[src/rtl/exec_pkg.sv]
// Shared definitions for the exec_sequencer slice.
// Contents: the instruction field bit positions, the opcode values, the
// sequencer state encoding, and small opcode classification helpers that
// the top level and the ALU share.
package exec_pkg;

  // Instruction field bit positions
  localparam int OP_HI  = 15;
  localparam int OP_LO  = 12;
  localparam int RC_HI  = 11;
  localparam int RC_LO  = 9;
  localparam int RA_HI  = 8;
  localparam int RA_LO  = 6;
  localparam int RB_HI  = 5;
  localparam int RB_LO  = 3;
  localparam int IMM_HI = 7;
  localparam int IMM_LO = 0;

  // Opcode values
  localparam logic [3:0] OP_NOP  = 4'd0;
  localparam logic [3:0] OP_ADD  = 4'd1;
  localparam logic [3:0] OP_SUB  = 4'd2;
  localparam logic [3:0] OP_AND  = 4'd3;
  localparam logic [3:0] OP_OR   = 4'd4;
  localparam logic [3:0] OP_XOR  = 4'd5;
  localparam logic [3:0] OP_SHL  = 4'd6;
  localparam logic [3:0] OP_SHR  = 4'd7;
  localparam logic [3:0] OP_LDI  = 4'd8;
  localparam logic [3:0] OP_HALT = 4'd9;

  typedef enum logic [2:0] {
    ST_IDLE   = 3'd0,
    ST_DECODE = 3'd1,
    ST_EXEC   = 3'd2,
    ST_WB     = 3'd3,
    ST_HALT   = 3'd4
  } state_t;

  // Ops that write the destination register (ADD..LDI)
  function automatic logic op_writes_rf(input logic [3:0] op);
    return (op >= OP_ADD) && (op <= OP_LDI);
  endfunction

  // Ops that update Z/C (ADD..SHR)
  function automatic logic op_sets_flags(input logic [3:0] op);
    return (op >= OP_ADD) && (op <= OP_SHR);
  endfunction

  // Opcodes above HALT are undefined
  function automatic logic op_is_illegal(input logic [3:0] op);
    return op > OP_HALT;
  endfunction

endpackage

[src/rtl/alu8.sv]
// Combinational ALU for the exec_sequencer.
// Ports:
//   op     : opcode (exec_pkg OP_* values)
//   a, b   : operands (b carries the immediate for LDI)
//   result : W-bit result
//   carry  : carry for ADD, borrow for SUB, shifted-out bit for SHL/SHR
//   zero   : result == 0
module alu8
  import exec_pkg::*;
#(
  parameter int W = 8
) (
  input  logic [3:0]   op,
  input  logic [W-1:0] a,
  input  logic [W-1:0] b,
  output logic [W-1:0] result,
  output logic         carry,
  output logic         zero
);

  logic [W:0] sum;
  logic [W:0] diff;

  always_comb begin
    sum    = {1'b0, a} + {1'b0, b};
    // The top bit of the extended difference is the borrow, i.e. a < b.
    diff   = {1'b0, a} - {1'b0, b};
    result = '0;
    carry  = 1'b0;
    case (op)
      OP_ADD: begin
        result = sum[W-1:0];
        carry  = sum[W];
      end
      OP_SUB: begin
        result = diff[W-1:0];
        carry  = diff[W];
      end
      OP_AND: result = a & b;
      OP_OR:  result = a | b;
      OP_XOR: result = a ^ b;
      OP_SHL: begin
        result = {a[W-2:0], 1'b0};
        carry  = a[W-1];
      end
      OP_SHR: begin
        result = {1'b0, a[W-1:1]};
        carry  = a[0];
      end
      OP_LDI: result = b;
      default: begin
        result = '0;
        carry  = 1'b0;
      end
    endcase
    zero = (result == '0);
  end

endmodule

[src/rtl/exec_sequencer.sv]
// Multi-cycle instruction sequencer: accepts one instruction at a time,
// walks it through DECODE, EXEC and WB against an external register file,
// and keeps zero/carry flags.
// Ports:
//   clk, rst_n               : clock, asynchronous active-low reset
//   instr_valid/instr_ready  : instruction handshake (ready only in IDLE)
//   instr                    : [15:12] op, [11:9] rc, [8:6] ra, [5:3] rb, [7:0] imm8
//   rf_raddr1/2, rf_rdata1/2 : register file read ports (combinational data)
//   rf_waddr/wdata/we        : register file write port, active in WB only
//   flag_z, flag_c           : zero and carry flags
//   done, illegal            : retire pulse, undefined-opcode pulse
//   halted                   : sticky after HALT retires
module exec_sequencer
  import exec_pkg::*;
#(
  parameter int DATA_W  = 8,
  parameter int ADDR_W  = 3,
  parameter int INSTR_W = 16
) (
  input  logic               clk,
  input  logic               rst_n,
  input  logic               instr_valid,
  output logic               instr_ready,
  input  logic [INSTR_W-1:0] instr,
  output logic [ADDR_W-1:0]  rf_raddr1,
  output logic [ADDR_W-1:0]  rf_raddr2,
  input  logic [DATA_W-1:0]  rf_rdata1,
  input  logic [DATA_W-1:0]  rf_rdata2,
  output logic [ADDR_W-1:0]  rf_waddr,
  output logic [DATA_W-1:0]  rf_wdata,
  output logic               rf_we,
  output logic               flag_z,
  output logic               flag_c,
  output logic               done,
  output logic               illegal,
  output logic               halted
);

  state_t             state_q, state_d;
  logic [INSTR_W-1:0] instr_q, instr_d;
  logic [DATA_W-1:0]  result_q, result_d;
  logic               flag_z_q, flag_z_d;
  logic               flag_c_q, flag_c_d;

  logic [3:0]         op;
  logic [DATA_W-1:0]  imm;
  logic [DATA_W-1:0]  alu_b;
  logic [DATA_W-1:0]  alu_result;
  logic               alu_carry;
  logic               alu_zero;

  assign op  = instr_q[OP_HI:OP_LO];
  assign imm = DATA_W'(instr_q[IMM_HI:IMM_LO]);

  // Read addresses come straight from the held instruction so they are
  // stable through DECODE and EXEC, and zero while in reset.
  assign rf_raddr1 = ADDR_W'(instr_q[RA_HI:RA_LO]);
  assign rf_raddr2 = ADDR_W'(instr_q[RB_HI:RB_LO]);
  assign rf_waddr  = ADDR_W'(instr_q[RC_HI:RC_LO]);
  assign rf_wdata  = result_q;
  assign flag_z    = flag_z_q;
  assign flag_c    = flag_c_q;
  assign halted    = (state_q == ST_HALT);

  // LDI reuses the ALU pass-through path with the immediate on operand b.
  assign alu_b = (op == OP_LDI) ? imm : rf_rdata2;

  alu8 #(.W(DATA_W)) u_alu (
    .op     (op),
    .a      (rf_rdata1),
    .b      (alu_b),
    .result (alu_result),
    .carry  (alu_carry),
    .zero   (alu_zero)
  );

  always_comb begin
    state_d     = state_q;
    instr_d     = instr_q;
    result_d    = result_q;
    flag_z_d    = flag_z_q;
    flag_c_d    = flag_c_q;
    instr_ready = 1'b0;
    done        = 1'b0;
    illegal     = 1'b0;
    rf_we       = 1'b0;
    case (state_q)
      ST_IDLE: begin
        instr_ready = 1'b1;
        if (instr_valid) begin
          instr_d = instr;
          state_d = ST_DECODE;
        end
      end
      ST_DECODE: state_d = ST_EXEC;
      ST_EXEC: begin
        // Operands are captured here, before WB, so rc aliasing ra/rb
        // always sees the pre-write values.
        result_d = alu_result;
        if (op_sets_flags(op)) begin
          flag_z_d = alu_zero;
          flag_c_d = alu_carry;
        end
        state_d = ST_WB;
      end
      ST_WB: begin
        done    = 1'b1;
        illegal = op_is_illegal(op);
        rf_we   = op_writes_rf(op);
        state_d = (op == OP_HALT) ? ST_HALT : ST_IDLE;
      end
      ST_HALT: state_d = ST_HALT;
      default: state_d = ST_IDLE;
    endcase
  end

  always_ff @(posedge clk or negedge rst_n) begin
    if (!rst_n) begin
      state_q  <= ST_IDLE;
      instr_q  <= '0;
      result_q <= '0;
      flag_z_q <= 1'b0;
      flag_c_q <= 1'b0;
    end else begin
      state_q  <= state_d;
      instr_q  <= instr_d;
      result_q <= result_d;
      flag_z_q <= flag_z_d;
      flag_c_q <= flag_c_d;
    end
  end

endmodule

[config.mk]
export PLATFORM = sky130hd
export DESIGN_NAME = exec_sequencer
export DESIGN_NICKNAME = d
export VERILOG_FILES = /design/src/rtl/exec_pkg.sv /design/src/rtl/alu8.sv /design/src/rtl/exec_sequencer.sv
export SDC_FILE = /design/constraint.sdc
export NUM_CORES = 1
export LEC_CHECK = 0
export CORE_UTILIZATION = 40
export DETAILED_ROUTE_END_ITERATION = 10
export GPL_ROUTABILITY_DRIVEN = 0
export GPL_TIMING_DRIVEN = 0
export PLACE_DENSITY = 0.8
export REMOVE_ABC_BUFFERS = 1
export SETUP_SLACK_MARGIN = 0.1
export SLEW_MARGIN = 15
export SYNTH_ARGS = -nofsm -noshare
export SYNTH_HDL_FRONTEND = slang
export SYNTH_SLANG_ARGS = --single-unit
[constraint.sdc]
create_clock -name clk -period 3.14 [get_ports clk]
set_input_delay 0.628 -clock clk [delete_from_list [all_inputs] [get_ports clk]]
set_output_delay 0.628 -clock clk [all_outputs]
set_load 0.005 [all_outputs]
# Word-level counts from Yosys, hierarchy flattened
# Index checks and enable logic that the tools add are counted.
[op_classes] multipliers=0 n_reduce_logical=6 bitwise_logic=3 add_sub_neg=2 shifts=0 div=0 n_eq_ne=14 order_cmp=4 n_mux=10
[op_table] op="8-bit case mux with 8 select lines" count=1
[op_table] op="4-bit by 3-bit equality test with 1-bit output, second input constant" count=4
[op_table] op="3-bit case mux with 5 select lines" count=1
[op_table] op="8-bit by 8-bit adder with 9-bit output" count=1
[op_table] op="8-bit by 8-bit subtractor with 9-bit output" count=1
[op_table] op="8-bit AND" count=1
[op_table] op="4-bit by 2-bit equality test with 1-bit output, second input constant" count=2
[op_table] op="4-bit equality test, second input constant" count=2
[op_table] op="8-bit zero test" count=1
[op_table] op="8-bit 2-to-1 mux" count=1
[op_table] op="8-bit OR" count=1
[op_table] op="8-bit bitwise XOR" count=1
[op_table] op="3-bit by 2-bit equality test with 1-bit output, second input constant" count=2
[op_table] op="3-bit 2-to-1 mux" count=2
[op_table] op="4-bit by 1-bit equality test with 1-bit output, second input constant" count=1
[op_table] op="4-bit by 1-bit greater-or-equal comparator with 1-bit output, second input constant" count=1
[op_table] op="4-bit > comparator, second input constant" count=1
[op_table] op="4-bit by 3-bit less-or-equal comparator with 1-bit output, second input constant" count=1
[op_table] op="4-bit less-or-equal comparator, second input constant" count=1
[op_table] op="1-bit 2-to-1 mux" count=4
[op_table] op="1-bit case mux with 4 select lines" count=1
[op_table] op="2-bit AND reduction" count=2
[op_table] op="3-bit by 1-bit equality test with 1-bit output, second input constant" count=1
[op_table] op="3-bit equality test, second input constant" count=1
[op_table] op="other kinds (3)" count=4
[totals] ramBits=0 elab_cells=44 output_inout_bits=24 input_bits=35 rom_bits=0 reg_bits=29 latchBits=0 mem_count=0

# Longest topological paths before layout
# Gate-level depths: netlist of run 1.
[logic_depth] depth_word=5 ltp_mapped=13 depth_no_buf=12

# Hierarchy
# A second synthesis of run 1 with hierarchy kept.
[unflattened] hier_cells=295 area_unflattened_um2=2837.7
[modules_own_cells] mod="alu8" cells_per_inst=202 n_inst=1 seq_area_each_um2=0.0 area_per_inst_um2=1526.5
[modules_own_cells] mod="exec_sequencer" cells_per_inst=93 n_inst=1 seq_area_each_um2=725.7 area_per_inst_um2=1311.3

# Least setup slack after synthesis of run 1
# Ideal clock, no wire load.
[synth_path] path_kind="register -> register" start="reg instr_q[13]" end="reg flag_z_q, in the netlist flag_z" required_time_ps=3073 path_stages_with_launch=14 t_arrival_ps=3332 setup_time_ps=67 period_less_slack_ps=3400 slack_ps=-260 path_buffers=1 cell_sequence="dfrtp_1 -> nor4b_1 -> buf_2 -> mux2_2 -> ha_1 -> inv_1 -> fa_1 -> nand3b_1 -> a21boi_0 -> or4_4 -> nor2_1 -> nand4_1 -> nor3_1 -> a32o_1"
[synth_between] elab_chain_cells=5 word_cells_on_any_way=20 classes_between="2 x add/sub; 2 x order compare; 8 x eq/ne; 2 x mux; 3 x bitwise; 3 x reduce/logical"
[synth_lines] element="from (decl)" line="exec_sequencer.sv:40" source="logic [INSTR_W-1:0] instr_q, instr_d;"
[synth_lines] element="from (signal assigned)" line="exec_sequencer.sv:126" source="instr_q <= instr_d;"
[synth_lines] element="4-bit equality test" line="alu8.sv:30, exec_sequencer.sv:66"
[synth_lines] element="8-bit 2-to-1 mux" line="exec_sequencer.sv:66" source="assign alu_b = (op == OP_LDI) ? imm : rf_rdata2;"
[synth_lines] element="8-bit by 8-bit subtractor with 9-bit output (tied with other cells)" line="alu8.sv:27" source="diff = {1'b0, a} - {1'b0, b};"
[synth_lines] element="8-bit case mux with 8 select lines" line="alu8.sv:30" source="case (op)"
[synth_lines] element="8-bit zero test" line="alu8.sv:56" source="zero = (result == '0);"
[synth_lines] element="to (signal assigned)" line="exec_sequencer.sv:128" source="flag_z_q <= flag_z_d;"
[synth_lines] element="to (decl)" line="exec_sequencer.sv:42" source="logic flag_z_q, flag_z_d;"
# Several ways; a longest one is shown, not always the timed one.
# A chain may end at the register's enable or synchronous reset.

# Final worst setup path of run 1
[layout_path] start="reg instr_q[14]" end="reg result_q[6], in the netlist rf_wdata[6]"
[layout_between] elab_chain_cells=4 word_cells_on_any_way=15 classes_between="2 x add/sub; 8 x eq/ne; 2 x mux; 3 x bitwise"
[layout_lines] element="4-bit equality test" line="alu8.sv:30, exec_sequencer.sv:66"
[layout_lines] element="8-bit 2-to-1 mux" line="exec_sequencer.sv:66"
[layout_lines] element="8-bit by 8-bit subtractor with 9-bit output (tied with other cells)" line="alu8.sv:27"
[layout_lines] element="8-bit case mux with 8 select lines *" line="alu8.sv:30"
[layout_lines] element="to (signal assigned)" line="exec_sequencer.sv:127" source="result_q <= result_d;"
[layout_lines] element="to (decl)" line="exec_sequencer.sv:41" source="logic [DATA_W-1:0] result_q, result_d;"
# Every way passes the cells marked *; elsewhere a longest branch is shown, timed or not.

==> flow_metrics.py, run 1 <==
metrics = {
    "drt": {
        "drt_wl_total_um": 8450,
        "dr_total_vias": 2796,
        "ant_nets": 0,
        "remaining_drc_errors": 8,
        "drtPass1Iterations": 9,
        "topRoutingLayerUsed": "met4",
        "detailroute.wirelength.met2_um": 4210,
        "detailroute.wirelength.met3_um": 594,
        "drt-initial-drc-count": 356,
        "met1_length_um": 3220,
        "drt-vias-per-instance": 6.07,
        "routedWlPerCell_um": 18.3,
    },
    "floorplan": {
        "floorplan.die.width_um": 84.0,
        "die_area_um2": 7060,
        "core.rowCount": 29,
        "io_pins": 59,
        "die-height_um": 84.0,
        "floorplan.initialDensity_pct": 41.9,
        "floorplan.core_area_um2": 6420,
    },
    "placed_design": {
        "place.detailed.hpwl_um": 5350,
        "postPlaceCellArea_um2": 3250,
        "place.port_buffers": 58,
    },
    "worst_setup_path": {
        "worst_path_largest_cell_delay_ns": 0.49,
        "setup.worst_path.class": "reg2reg",
        "worst_r2r_endpoint": "rf_wdata[6]$_DFFE_PN0P_",
        "crit_required_ns": 3.32,
        "startpoint_type_of_the_worst_setup_path": "flip-flop",
        "critical_path.max_fanout": 5,
        "crit_path_top_delay_cell": "sky130_fd_sc_hd__dfrtp_4",
        "critPathArrivalTime_ns": 3.54,
        "end_kind": "flip-flop",
        "worst_r2r_path_depth": 13,
        "r2r-start": "instr_q[14]$_DFFE_PN0P_",
        "r2r_setup_slk_ns": -0.23,
        "worst_path_dominant_cell_family": "compound AO/OA/AOI/OAI gates",
        "crit_chain": "nor4b_4 -> buf_4 -> buf_6 -> mux2_4 -> ha_4 -> fa_2 -> a211oi_4 -> nor2_4 -> and3_4 -> a211oi_4 -> o21ai_2 -> buf_4 -> a22o_1",
        "worst-path-buf-inv": 3,
    },
    "run": {
        "maxCapViolations": 0,
    },
    "synth": {
        "synth_cell_type_count": 57,
        "synthSimpleGateAreaFrac_pct": 17.3,
        "number_of_enable_type_register_cells_in_the_synthesized_netlist": 0,
        "synth-compound-area-share_pct": 22.8,
        "netlist.top_cell.by_area": "sky130_fd_sc_hd__dfrtp_1",
        "avgSynthCellArea_um2": 8.54,
        "synth_flop_cell": "sky130_fd_sc_hd__dfrtp_1",
        "netlist_instances": 315,
        "synth_seq_area_share_pct": 27.0,
        "post_synth_mux_area_share_pct": 9.95,
        "synth_largest_type_area_fraction_pct": 27.0,
        "combinational_family_with_the_most_area_after_synthesis": "compound AO/OA/AOI/OAI gates",
        "syn-cell-area_um2": 2690,
        "synth_area_leaders": "sky130_fd_sc_hd__dfrtp_1 (27%), sky130_fd_sc_hd__ha_1 (11%), sky130_fd_sc_hd__mux2_2 (9.2%)",
        "post_synthesis_adder_cell_area_fraction_pct": 12.6,
        "postSynthRegisterBits": 29,
        "asyncSetResetFlopFracSynth_pct": 100,
        "synth_xor_area_share_pct": 1.63,
        "yosys_synthesis_warning_count": 0,
    },
    "sta": {
        "timing_hold_violations_final": 0,
        "timing_worst_slew_pin_value_ns": 0.867,
        "clock.fmax_ghz": 0.297,
        "whs_ns": 0.354,
        "final_min_period_over_clock_period_pct": 107,
        "finalSetupViolCount": 5,
        "relSlewSlack_pct": 42.2,
        "timing.clock.skew_ns": 0.00430,
        "period_minus_ws_final_ns": 3.37,
        "grt_setup_unrepaired": "yes",
        "slew_viol_final": 0,
        "fin_ws_ns": -0.227,
    },
    "global_route": {
        "grt_antenna_before_repair": 0,
        "maximum_number_of_pins_on_one_net_before_global_route_repair": 30,
        "grt_overflow": 0,
        "grt_pass1_wl_um": 13000,
        "grt_pass1_vias": 2710,
        "groute.usage.overall_pct": 23.1,
    },
    "cells_and_area": {
        "layout-drive-gt1-share_pct": 28.4,
        "antenna_cells": 0,
        "final_design_area_no_fill_um2": 3850,
        "fillcell_total": 494,
        "layout.nets": 444,
        "layout_common_cells": "sky130_fd_sc_hd__clkdlybuf4s50_1 (57), sky130_fd_sc_hd__nor2_1 (25), sky130_fd_sc_hd__dfrtp_1 (25)",
        "mostFrequentLayoutCell": "sky130_fd_sc_hd__clkdlybuf4s50_1",
        "area_growth_syn_to_layout_pct": 43.2,
    },
    "clocking": {
        "clk_latency_ns": 0.29,
        "clock_tree_from_tritoncts": "done",
        "cts_max_path_buffers": 2,
        "clk_pin_slew_worst_paths_ns": 0.07,
        "cts_hold_buf": 0,
        "number_of_buffers_created_by_cts": 5,
        "root_buffer": "sky130_fd_sc_hd__clkbuf_8",
        "clock_sinks": 29,
        "cts_htree_levels": 2,
    },
    "pwr": {
        "power_leakage_nw": 1.61,
        "power.internal_mw": 1.89,
        "power_density_nw_per_um2": 888,
        "power.switching_mw": 1.54,
        "sequentialPowerShare_pct": 20.4,
        "power.share.combinational_pct": 70.6,
        "power.share.clock_pct": 8.9,
        "switching_part_of_the_total_pct": 44.9,
        "peakVddDrop_v": 0.000270,
    },
    "run_status": {
        "outcome": "complete, but fails checks",
        "violations": "DRC, setup timing",
    },
    "worst_hold_path": {
        "min_path_type": "in2async",
    },
}
-- cell type report --
cell class / instances / area (µm²) / area share (%)
Timing Repair Buffer: 86 / 810 / 21.0
Sequential cell: 29 / 738 / 19.2
Clock inverter: 3 / 17.5 / 0.455
Multi-Input combinational cell: 235 / 2020 / 52.4
Inverter: 26 / 105 / 2.73
Tap cell: 77 / 96.3 / 2.50
Clock buffer: 5 / 68.8 / 1.79
-- worst max-delay path by stage --
stage	cells past startpoint	endpoint	slack, ns	startpoint
after floorplan	12	flag_z$_DFFE_PN0P_	-1.19	instr_q[12]$_DFFE_PN0P_
after global placement	11	flag_z$_DFFE_PN0P_	-2.61	instr_q[12]$_DFFE_PN0P_
after detailed placement	13	flag_z$_DFFE_PN0P_	-1.21	instr_q[12]$_DFFE_PN0P_
after CTS	13	flag_z$_DFFE_PN0P_	-0.19	instr_q[12]$_DFFE_PN0P_
after global routing	13	flag_z$_DFFE_PN0P_	-0.31	instr_q[14]$_DFFE_PN0P_
final	13	rf_wdata[6]$_DFFE_PN0P_	-0.23	instr_q[14]$_DFFE_PN0P_
-- logic make-up after synthesis --
kind of cell,Yosys count
AOI/OAI and AO/OA,89
buffers and inverters,51
and+or+nand+nor,91
xor gates and xnor gates,5
DFF,29
adders and majority gates,26
muxes,24
-- cell usage after synthesis, types with 4 or more instances --
library cell	count
sky130_fd_sc_hd__dfrtp_1	29
sky130_fd_sc_hd__buf_2	6
sky130_fd_sc_hd__inv_1	25
sky130_fd_sc_hd__nand2_1	19
sky130_fd_sc_hd__nand3_1	4
sky130_fd_sc_hd__o211ai_1	4
sky130_fd_sc_hd__nor2b_1	5
sky130_fd_sc_hd__mux2_2	22
sky130_fd_sc_hd__nand2b_1	5
sky130_fd_sc_hd__a22o_1	7
sky130_fd_sc_hd__a21o_1	4
sky130_fd_sc_hd__o21ai_0	24
sky130_fd_sc_hd__nor4b_1	4
sky130_fd_sc_hd__ha_1	24
sky130_fd_sc_hd__clkbuf_1	10
sky130_fd_sc_hd__a21oi_1	12
sky130_fd_sc_hd__buf_4	9
sky130_fd_sc_hd__nor2_1	27
sky130_fd_sc_hd__nor3_1	7
sky130_fd_sc_hd__a22oi_1	4
-- through the flow --
| step | TNS, ns | util (%) | instances | setup WS [ns] | power, mW |
|---|---|---|---|---|---|
| after floorplan | -8.48 | - | 290 | -1.19 | 1.82 |
| after global placement | -21.41 | 50.3 | 425 | -2.61 | 2.41 |
| after detailed placement | -7.38 | 50.6 | 427 | -1.21 | 2.48 |
| after CTS | -0.538 | 56.0 | 450 | -0.193 | 3.09 |
| after global routing | -1.05 | 60.0 | 461 | -0.310 | 3.62 |
| final | -0.614 | 60.0 | 461 | -0.227 | 3.42 |
-- flip-flops by register name (all words and copies together), names as in the netlist --
register	flops
rf_wdata	8
flag_z	1
state_q	3
flag_c	1
instr_q	16
-- layer usage --
metal	GRT usage (%)	vias to the layer above
li1	-	1268
met5	0	-
met2	39.9	173
met1	28.1	1307
met3	3.46	48
met4	11.0	0
-- power groups by stage --
stage / clock network (mW) / registers [mW] / logic (mW)
6_report: 0.306 / 0.700 / 2.42
5_1_grt: 0.325 / 0.720 / 2.58
4_1_cts: 0.309 / 0.696 / 2.09
3_5_place_dp: 0 / 0.820 / 1.66
3_3_place_gp: 0 / 0.806 / 1.61
2_1_floorplan: 0 / 0.745 / 1.07
-- repair_timing --
item,CTS,global route
gates cloned,0,0
pin swaps,16,32
setup buffers,15,12
gates resized for setup,37,41
setup endpoints to repair,9,8
No activity file was read; power rests on OpenSTA's default activity.
==> run 2, diff against run 1 <==
--- a/config.mk
+++ b/config.mk
@@ -9,6 +9,7 @@
 export DETAILED_ROUTE_END_ITERATION = 10
 export GPL_ROUTABILITY_DRIVEN = 0
 export GPL_TIMING_DRIVEN = 0
+export HOLD_SLACK_MARGIN = 0.12
 export PLACE_DENSITY = 0.8
 export REMOVE_ABC_BUFFERS = 1
 export SETUP_SLACK_MARGIN = 0.1
==> results of run 2 <==
Final layout, timing and power as in run 1 (identical DEF).
==> RTL edit: new RTL, settings of run 1 <==
Change the package constant `RA_HI` from 8 to 7.
--- a/src/rtl/exec_pkg.sv
+++ b/src/rtl/exec_pkg.sv
@@ -9,7 +9,7 @@
   localparam int OP_LO  = 12;
   localparam int RC_HI  = 11;
   localparam int RC_LO  = 9;
-  localparam int RA_HI  = 8;
+  localparam int RA_HI  = 7;
   localparam int RA_LO  = 6;
   localparam int RB_HI  = 5;
   localparam int RB_LO  = 3;
Check against the original RTL: not equivalent (Yosys sat finds a counterexample within 4 cycles, from zero or initial values and one cycle with rst_n low).
==> RTL edit against run 1 <==
The run ends with setup timing left; sequential cell count fell by 1; clock skew barely moved; total power fell by 3.5%; synthesized area decreased by 3.6%; cell area shrank 2.1%; worst setup slack better by 0.13 ns; via count is 0.89% lower; wire length fell by 2.7%.
==> RTL edit: results <==
metrics = {
    "finish": {
        "nFillCells": 488,
        "largest_reg_flops": 15,
        "clkbuf_count": 3,
        "nets": 451,
        "sh_seq_area_pct": 18.9,
        "final_cells": 463,
        "final-nonclk-buf-share_pct": 23.1,
        "nNonClkBuffers": 91,
        "multi_input_gates": 241,
        "fin_util_pct": 61.9,
        "drive_gt1_share_pct": 27.8,
    },
    "pwr": {
        "p_leak_uw": 0.00165,
    },
    "worst_setup_path": {
        "setup.worst_path.start": "instr_q[12]$_DFFE_PN0P_",
        "cp.arrival_ns": 3.46,
        "crit_fanout": 4,
        "r2r_cells": 15,
        "reg2reg_to": "flag_z$_DFFE_PN0P_",
        "rrSetupSlack_ns": -0.10,
    },
    "outcome": {
        "failed_checks": "setup timing",
        "status": "finished with violations",
    },
    "clock_tree": {
        "cts-htree-levels": 1,
        "cts.clk_slew.worst_paths_ns": 0.09,
    },
    "drt": {
        "wl_per_cell_um": 17.8,
        "via_count": 2771,
        "route.met3.wl_um": 766,
        "drt-initial-drc-count": 297,
        "dr.pass1.iters": 7,
        "m1WireLength_mm": 3.18,
        "wl_met2_mm": 3.89,
    },
    "placed_design": {
        "dp.cells": 425,
    },
    "sta": {
        "slew-limit-headroom_pct": 45.6,
        "setup_ws_ns": -0.102,
        "fin_skew_ns": 0.00473,
        "holdWs_ns": 0.359,
        "finalSetupViolCount": 2,
    },
    "global_routing": {
        "grt_pass1_wl_mm": 12.3,
        "track_usage_pct": 23.5,
        "first_global_vias": 2573,
        "grt_max_degree": 29,
    },
    "yosys": {
        "synth_seq_area_share_pct": 27.0,
        "yosys-top-cells-count": "nand2_1 (51), dfrtp_1 (28), inv_1 (25), ha_1 (24)",
        "yosys-top-cells-area": "dfrtp_1 (27%), ha_1 (12%), nand2_1 (7.4%), mux2_2 (5.6%), o21ai_0 (4.1%)",
        "syn_inst": 319,
    },
}
## RTL edit: cell count changes after synthesis, sizes merged, moves of 3 or more
cell,before,now
mux2,22,13
a31o,0,3
o211ai,4,1
a22o,7,2
a32o,3,0
nor2,27,21
nand2,19,51
nor4b,4,1
nor3,7,10
o21ai,24,21
clkbuf,10,5
a21oi,12,15
buf,15,20
## RTL edit: per-layer routing
| metal | GRT usage (%) | up-vias |
|---|---|---|
| met1 | 30.1 | 1277 |
| met4 | 6.55 | 0 |
| li1 | - | 1245 |
| met3 | 3.96 | 46 |
| met2 | 40.7 | 203 |
| met5 | 0 | - |
## RTL edit: cell families after synthesis
family | after synthesis | synth area share, %
AO/OA/AOI/OAI | 81 | 21.5
XOR/XNOR | 6 | 2.03
adder cells (fa/ha/maj) | 26 | 13.1
other | 1 | 0.145
multiplexers | 17 | 7.18
AND/OR/NAND/NOR | 110 | 19.7
buffers and inverters | 50 | 9.40
flip-flops | 28 | 27.0
## RTL edit: critical path, stage by stage, from the launching register on
cell      delay, ns
dfrtp_4        0.53
nor4b_4        0.35
buf_4          0.19
buf_12         0.11
nand2_4        0.06
nand2_4        0.08
inv_4          0.04
ha_4           0.22
buf_6          0.11
or2b_1         0.19
o31ai_4        0.10
a221o_1        0.35
a21oi_2        0.20
nand4_1        0.13
nor4bb_2       0.33
a41o_1         0.20
## RTL edit: timing repair
action                     4_1_cts  5_1_grt
setup endpoints to repair       10        5
setup buffers                   22       13
pin swaps                       17       22
resized for setup               43       38
## RTL edit: where the power goes
group	switching (uW)	internal [uW]	total, uW
clock	110	86.3	196
sequential	188	546	734
combinational	1200	1170	2370
total	1500	1800	3300
